**src/rtl/bram_stream_reader.sv**
```systemverilog
// bram_stream_reader: fetches num_words consecutive words from a BRAM and streams them out over valid/ready
//
// Ports:
//   clk          clock, all logic on posedge
//   reset        asynchronous active-low reset
//   start        begin a transfer (sampled only when idle)
//   base_addr    byte start address, low word-offset bits ignored
//   num_words    number of words to read, sampled with start
//   busy         high from the cycle after an accepted start until done
//   done         one-cycle pulse at transfer end
//   bram_addr    byte address to BRAM (word aligned)
//   bram_rddata  BRAM read data, valid one cycle after its address
//   bram_wrdata  constant 0
//   bram_we      constant 0, this block never writes
//   m_data       stream data (head of the 2-entry buffer)
//   m_valid      stream valid
//   m_ready      stream ready, a beat moves on m_valid & m_ready
module bram_stream_reader #(
    parameter int BRAM_WIDTH = 32,
    parameter int WORD_SIZE  = 4,
    parameter int ADDR_WIDTH = 12,
    parameter int LEN_WIDTH  = 11
) (
    input  logic                  clk,
    input  logic                  reset,
    input  logic                  start,
    input  logic [ADDR_WIDTH-1:0] base_addr,
    input  logic [LEN_WIDTH-1:0]  num_words,
    output logic                  busy,
    output logic                  done,
    output logic [ADDR_WIDTH-1:0] bram_addr,
    input  logic [BRAM_WIDTH-1:0] bram_rddata,
    output logic [BRAM_WIDTH-1:0] bram_wrdata,
    output logic [WORD_SIZE-1:0]  bram_we,
    output logic [BRAM_WIDTH-1:0] m_data,
    output logic                  m_valid,
    input  logic                  m_ready
);
    typedef enum logic [1:0] {IDLE, RUN, DRAIN, DONE} state_t;

    localparam logic [ADDR_WIDTH-1:0] STRIDE = ADDR_WIDTH'(WORD_SIZE);
    localparam logic [ADDR_WIDTH-1:0] ALIGN  = ~ADDR_WIDTH'(WORD_SIZE - 1);

    state_t                state;
    logic [LEN_WIDTH-1:0]  remaining;
    logic                  inflight;
    logic [1:0]            count;
    logic [BRAM_WIDTH-1:0] tail;
    logic                  pop;
    logic                  issue;
    logic [2:0]            occ;

    assign bram_wrdata = '0;
    assign bram_we     = '0;

    // occ is the buffer occupancy after this edge, counting the word still in the BRAM pipe;
    // keeping it below 2 when issuing is what guarantees the buffer never overflows
    assign pop   = m_valid & m_ready;
    assign occ   = {1'b0, count} + {2'b0, inflight} - {2'b0, pop};
    assign issue = (state == RUN) && (occ < 3'd2);

    // bram_addr doubles as the read pointer: it always shows the next word to fetch,
    // so the first address reaches the BRAM in the cycle right after start
    always_ff @(posedge clk or negedge reset) begin
        if (!reset) begin
            state     <= IDLE;
            busy      <= 1'b0;
            done      <= 1'b0;
            bram_addr <= '0;
            remaining <= '0;
        end else begin
            case (state)
                IDLE: begin
                    done <= 1'b0;
                    if (start) begin
                        remaining <= num_words;
                        busy      <= 1'b1;
                        if (num_words == '0) begin
                            state <= DONE;
                            done  <= 1'b1;
                        end else begin
                            state     <= RUN;
                            bram_addr <= base_addr & ALIGN;
                        end
                    end
                end
                RUN: begin
                    if (issue) begin
                        remaining <= remaining - LEN_WIDTH'(1);
                        if (remaining == LEN_WIDTH'(1))
                            state <= DRAIN;
                        else
                            bram_addr <= bram_addr + STRIDE;
                    end
                end
                DRAIN: begin
                    // finish on the edge that takes the last beat so done follows it directly
                    if (occ == 3'd0) begin
                        state <= DONE;
                        done  <= 1'b1;
                    end
                end
                default: begin
                    state <= IDLE;
                    busy  <= 1'b0;
                    done  <= 1'b0;
                end
            endcase
        end
    end

    // two-entry buffer held as head (m_data) and tail registers; a push into a
    // full buffer cannot happen because of the issue rule above
    always_ff @(posedge clk or negedge reset) begin
        if (!reset) begin
            inflight <= 1'b0;
            count    <= '0;
            m_valid  <= 1'b0;
            m_data   <= '0;
            tail     <= '0;
        end else begin
            inflight <= issue;
            count    <= occ[1:0];
            m_valid  <= occ != 3'd0;
            if (pop && count == 2'd2)
                m_data <= tail;
            else if (inflight && (count == 2'd0 || pop))
                m_data <= bram_rddata;
            else if (inflight)
                tail <= bram_rddata;
        end
    end
endmodule

```
**config.mk**
```make
export PLATFORM = sky130hd
export DESIGN_NAME = bram_stream_reader
export DESIGN_NICKNAME = d
export VERILOG_FILES = /design/src/rtl/bram_stream_reader.sv
export SDC_FILE = /design/constraint.sdc
export NUM_CORES = 1
export LEC_CHECK = 0
export CORE_MARGIN = 4
export CORE_UTILIZATION = 43
export CTS_BUF_LIST = sky130_fd_sc_hd__clkbuf_8
export CTS_CLUSTER_SIZE = 40
export DETAILED_ROUTE_END_ITERATION = 8
export PLACE_DENSITY_LB_ADDON = 0.12
export SETUP_SLACK_MARGIN = 0.4
export SLEW_MARGIN = 20
export SYNTH_ARGS = -nofsm -noshare
export SYNTH_HDL_FRONTEND = slang
export SYNTH_SLANG_ARGS = --single-unit
```
**constraint.sdc**
```tcl
create_clock -name clk -period 2.35 [get_ports clk]
set_input_delay 0.3525 -clock clk [delete_from_list [all_inputs] [get_ports clk]]
set_output_delay 0.3525 -clock clk [all_outputs]
set_load 0.01 [all_outputs]
```
== Word-level counts from Yosys, hierarchy flattened ==
Index checks and enable logic that the tools add are counted.

* Bitwise logic cells: 5
* Reduce and logical (&&, ||, !) cells: 18
* Div/mod/pow operators: 0
* $lt $le $gt $ge: 1
* Muxes and demuxes: 22
* Eq/ne operators: 10
* Add/subtract/negate cells: 4
* Shifts and indexed selects: 0
* Multiply operators: 0

{| class="wikitable"
|+ Operators with widths
! operator !! count
|-
| two-way mux 32 bit || 2
|-
| two-way mux 12 bit || 4
|-
| case mux 12 bit (2 select lines) || 1
|-
| two-way mux 11 bit || 2
|-
| case mux 11 bit (2 select lines) || 1
|-
| adder 12 x 3 -> 12 bit, second input constant || 1
|-
| equality test 11 x 1 -> 1 bit, second input constant || 1
|-
| logical NOT 11 bit || 1
|-
| subtractor 11 x 1 -> 11 bit, second input constant || 1
|-
| two-way mux 2 bit || 5
|-
| != test 2 bit, second input constant || 5
|-
| case mux 2 bit (3 select lines) || 1
|-
| AND reduction 3 bit || 2
|-
| AND reduction 5 bit || 1
|-
| equality test 2 bit, second input constant || 2
|-
| logical NOT 2 bit || 2
|-
| two-way mux 1 bit || 4
|-
| NOT 1 bit || 4
|-
| AND reduction 2 bit || 2
|-
| AND reduction 4 bit || 1
|-
| nonzero test 2 bit || 2
|-
| adder 2 x 1 -> 3 bit || 1
|-
| logical AND 1 bit || 3
|-
| logical NOT 3 bit || 1
|-
| 10 further kinds || 10
|}

* Bits in latches: 0
* Input port bits: 59
* Memories kept: 0
* Bits in writable memories: 0
* Logic and storage cells: 70
* Register bits: 95
* ROM bits: 0

== Longest topological paths before layout ==
* Word-level depth: 6
* Mapped depth: 10
* Gate-level depth less buffers: 9

== Worst setup path after synthesis ==
No wires, ideal clock.

* Path kind: register -> register
* Start point: reg m_valid
* End point: reg state[1]
* Setup slack: -0.324 ns
* Required time: 2.222 ns
* Data arrival time: 2.547 ns
* Setup time: 0.128 ns
* Cell stages (with the launch flop): 10
* Cells stage by stage: dfrtp_1 -> and2_2 -> ha_1 -> inv_1 -> ha_1 -> fa_1 -> xnor2_2 -> o31a_1 -> a211oi_2 -> mux2_1

* Word-level cells in the longest chain between the ends: 6
* Elaborated cells between the ends (all ways): 8

{| class="wikitable"
|+ RTL lines
! item !! RTL line !! RTL
|-
| from (decl) || 36 || <nowiki>output logic m_valid,</nowiki>
|-
| from (signal assigned) || 118 || <nowiki>m_valid <= 1'b0;</nowiki>
|-
| from (signal assigned) || 124 || <nowiki>m_valid <= occ != 3'd0;</nowiki>
|-
| AND 1 bit * || 58 || <nowiki>assign pop = m_valid & m_ready;</nowiki>
|-
| subtractor 3 x 1 -> 3 bit * || 59 || <nowiki>assign occ = {1'b0, count} + {2'b0, inflight} - {2'b0, pop};</nowiki>
|-
| less-than comparator 3 x 2 -> 1 bit || 60 || <nowiki>assign issue = (state == RUN) && (occ < 3'd2);</nowiki>
|-
| logical AND 1 bit || 60 ||
|-
| != test 2 bit (no source line) || n/a ||
|-
| AND reduction 4 bit (no source line) * || n/a ||
|-
| to (signal assigned) || 66 || <nowiki>state <= IDLE;</nowiki>
|-
| to (signal assigned) || 79 || <nowiki>state <= DONE;</nowiki>
|-
| to (signal assigned) || 82 || <nowiki>state <= RUN;</nowiki>
|-
| to (decl) || 44 || <nowiki>state_t state;</nowiki>
|}

Every way passes the cells marked *; elsewhere a longest branch is shown, timed or not.
A chain may end at the register's enable or synchronous reset.

== Worst setup path in the final report ==
* Start point: reg m_valid
* End point: reg bram_addr[11]

* Word-level cells in the longest chain between the ends: 6

{| class="wikitable"
|+ RTL lines
! item !! RTL line !! RTL
|-
| AND 1 bit || 58 ||
|-
| subtractor 3 x 1 -> 3 bit || 59 ||
|-
| named net occ[1] || 51 || <nowiki>logic [2:0] occ;</nowiki>
|-
| less-than comparator 3 x 2 -> 1 bit || 60 ||
|-
| logical AND 1 bit || 60 ||
|-
| != test 2 bit (no source line) || n/a ||
|-
| AND reduction 5 bit (no source line) || n/a ||
|-
| to (signal assigned) || 83 || <nowiki>bram_addr <= base_addr & ALIGN;</nowiki>
|-
| to (signal assigned) || 93 || <nowiki>bram_addr <= bram_addr + STRIDE;</nowiki>
|-
| to (decl) || 31 || <nowiki>output logic [ADDR_WIDTH-1:0] bram_addr,</nowiki>
|}

The timed path passes the listed nets, and every way through them passes these cells.

==> impl_metrics.csv <==
group,metric,value,unit
sta,hold_viol_final,0,
sta,relSlewSlack,0.568,
synth,synth.ff_latch_count,93,
global_routing,total_congestion_overflow,0,
cts,cts_hold_buffers,0,
finish,design.final.nets,624,
sta,unrepaired_setup_endpoints_after_global_routing,"true",
floorplanning,floorplan.initialDensity,0.438,
synth,yosysTopAreaCellShare,0.465,
synth,netlist.top_cell.by_area,"dfrtp_1",
sta,finalSetupTns,-3.72,ns
placed_design,place_congestion,0.769,
sta,fmaxAchievable,0.388,GHz
cts,cts.sinks,93,
floorplanning,io-pin-count,142,
placed_design,dp.cells,667,
routing,avgViaCountPerCell,5.28,
synth,synth_sequential_area_ratio,0.465,
sta,skew,0.0152,ns
sta,setup_ws,-0.224,ns
critical_path,critPathMaxFanout,5,
critical_path,cell_with_the_biggest_individual_delay_on_the_critical_path,"fa_2",
power,power.density,1440,mW/mm²
synth,post_synth_inst_count,421,
sta,layout_worst_path_cycle_share,1.10,
critical_path,cp-start-kind,"register",
sta,timing_worst_slew_pin_value,0.648,ns
routing,ant_nets,0,
floorplanning,die_w,116,µm
cts,cts_made_buffers,9,
sta,final_period_minus_worst_setup_slack,2.57,ns
sta,report.final.setup_viol,23,
routing,detail_route.iter0.violations,172,
global_routing,grt_use_total,0.173,
global_routing,antenna_found_initial,0,
worst_hold_path,min_path_type,"in -> async",
critical_path,r2r_slack,-0.22,ns
critical_path,cpLargestDelayFamily,"adder cells",
floorplanning,die_y,116,µm
synth,mappedNetlistArea,0.00500,mm²
critical_path,timing.critical_path.buf_inv,3,
finish,layout.cells.most_common,"clkdlybuf4s50_1",
finish,utilization,0.606,
power,totalPowerFinal,10.0,mW
power,p_leak,3.06,nW
critical_path,cp_cell_sequence,"and2_4, ha_4, inv_2, ha_4, fa_2, nand2b_4, o31ai_4, buf_4, buf_6, o2111a_1, o2bb2ai_2",
synth,yosys_warnings,0,
placed_design,dpl-instance-area,0.00619,mm²
finish,antenna_cells_inserted,0,
floorplanning,core.rowCount,39,
global_routing,first_pass_grt_wire_length,18700,µm
global_routing,number_of_global_route_vias_before_repair,3779,
routing,overall_via_count_from_detail_route,3701,
critical_path,cp_data_arrival_time,2.86,ns
synth,synth_area_per_cell,11.9,µm²
finish,syn2layout_area_growth,38.4,%
critical_path,cp.required,2.63,ns
routing,wl_per_cell,17.3,µm
sta,hold_slack,0.0233,ns
floorplanning,fp.dieArea,0.0134,mm²
placed_design,placement_setup_slack,-0.645,ns
critical_path,crit_type,"reg -> reg",
finish,post_layout_nonfiller_instances,701,
sta,timing.final.max_slew_violations,0,
floorplanning,fp.coreArea,0.0114,mm²
cts,cts_root_buffer,"clkbuf_8",
global_routing,grt_start_max_net_pins,48,
placed_design,hpwl,7980,µm
finish,stdcell_area,0.00692,mm²
synth,netlist-cell-type-count,52,
cts,ctsLongestPathBuffers,2,
power,ir_worst_vdd,585,µV
critical_path,critical-path-top-cell-by-count,"ha_4",
routing,detail_route.first_pass.iterations,4,
cts,htree_levels,3,
critical_path,rr_startpoint,"m_valid$_DFF_PN0_",
finish,highest_count_cells_in_the_layout_ignoring_fill_and_taps,"clkdlybuf4s50_1, dfrtp_1, mux2_2",
synth,synthTopCellsByArea,"dfrtp_1, mux2_2, buf_4, ha_1, a21oi_1",
run_status,violations_in_the_final_reports,"setup timing",
synth,async_reset_ff_frac,1.00,
routing,routed_wl,12100,µm
synth,postSynth.topFlopCell,"dfrtp_1",
cts,worstSkewPairLatency,0.35,ns
run_status,result_of_the_run,"finished, violations left",
routing,detail_route.drc_violations,0,
critical_path,cpPeakStageDelay,0.46,ns
job,maxCapViolations,0,
critical_path,worstSetupStartpoint,"m_valid$_DFF_PN0_",
finish,layout-drive-gt1-share,0.349,
critical_path,endpoint_kind,"register",
cts,cts_tree,"done",
cts,clk_pin_slew,0.09,ns
placed_design,place.port_buffers,101,
synth,synth_edf_count,0,
## final timing paths
kind | endpoint | cells after the start
max | bram_addr[11]$_DFFE_PN0P_ | 11
min | tail[2]$_DFFE_PN0P_ | 1
max reg2reg | bram_addr[11]$_DFFE_PN0P_ | 11
min reg2reg | tail[7]$_DFFE_PN0P_ | 1
max in group asynchronous | tail[4]$_DFFE_PN0P_ | 2
min in group clk | tail[7]$_DFFE_PN0P_ | 1
## worst register-to-register path: stages (launching register included)
cell,delay [ns]
dfrtp_1,0.40
and2_4,0.16
ha_4,0.25
inv_2,0.04
ha_4,0.15
fa_2,0.46
nand2b_4,0.18
o31ai_4,0.27
buf_4,0.18
buf_6,0.12
o2111a_1,0.20
o2bb2ai_2,0.10
## layout make-up
cell class | instances | area, µm²
clock buffers | 10 | 138
clock inverters | 4 | 73.8
fillers | 958 | 4500
inverters | 14 | 52.6
multi-input cells | 292 | 2650
flip-flops and latches | 93 | 2330
well taps | 143 | 179
repair buffers | 145 | 1500
## cell usage after synthesis, types with 8 or more instances
cell and count:
mux2_2 96, dfrtp_1 93, buf_4 43, a21oi_1 17, o21ai_0 16, inv_1 14
nor2_1 11, nand3_1 10, o22ai_1 10, ha_1 9, nand2_1 9, buf_2 8
## flip-flops by register name, summed over array words and instances, names as in the netlist
signal	count
tail	32
count	2
remaining	11
done	1
busy	1
state	2
bram_addr	10
inflight	1
m_data	32
m_valid	1
## power by group
part,switching [mW],internal [mW],total (mW)
Clock,0.541,0.617,1.16
Combinational,2.35,3.40,5.76
Sequential,0.646,2.44,3.09
Total,3.54,6.46,10.0
## layer usage
metal / wire length (µm) / GRT usage
met2: 5760 / 0.283
met4: 88 / 0.0549
met3: 641 / 0.0287
met5: 0 / 0
met1: 5610 / 0.236
## cells by family after synthesis
family | synth area share
adder cells (fa/ha/maj) | 0.0265
AO/OA/AOI/OAI | 0.0938
other | 0.000750
AND/OR/NAND/NOR | 0.0836
buffers and inverters | 0.0921
XOR/XNOR | 0.00325
multiplexers | 0.235
flip-flops | 0.465
## timing repair
action,CTS,global route
setup endpoints to repair,26,58
resized for setup,21,71
gates cloned,3,3
pin swaps,18,5
buffers inserted,5,9
No activity file was read; power rests on OpenSTA's default activity.
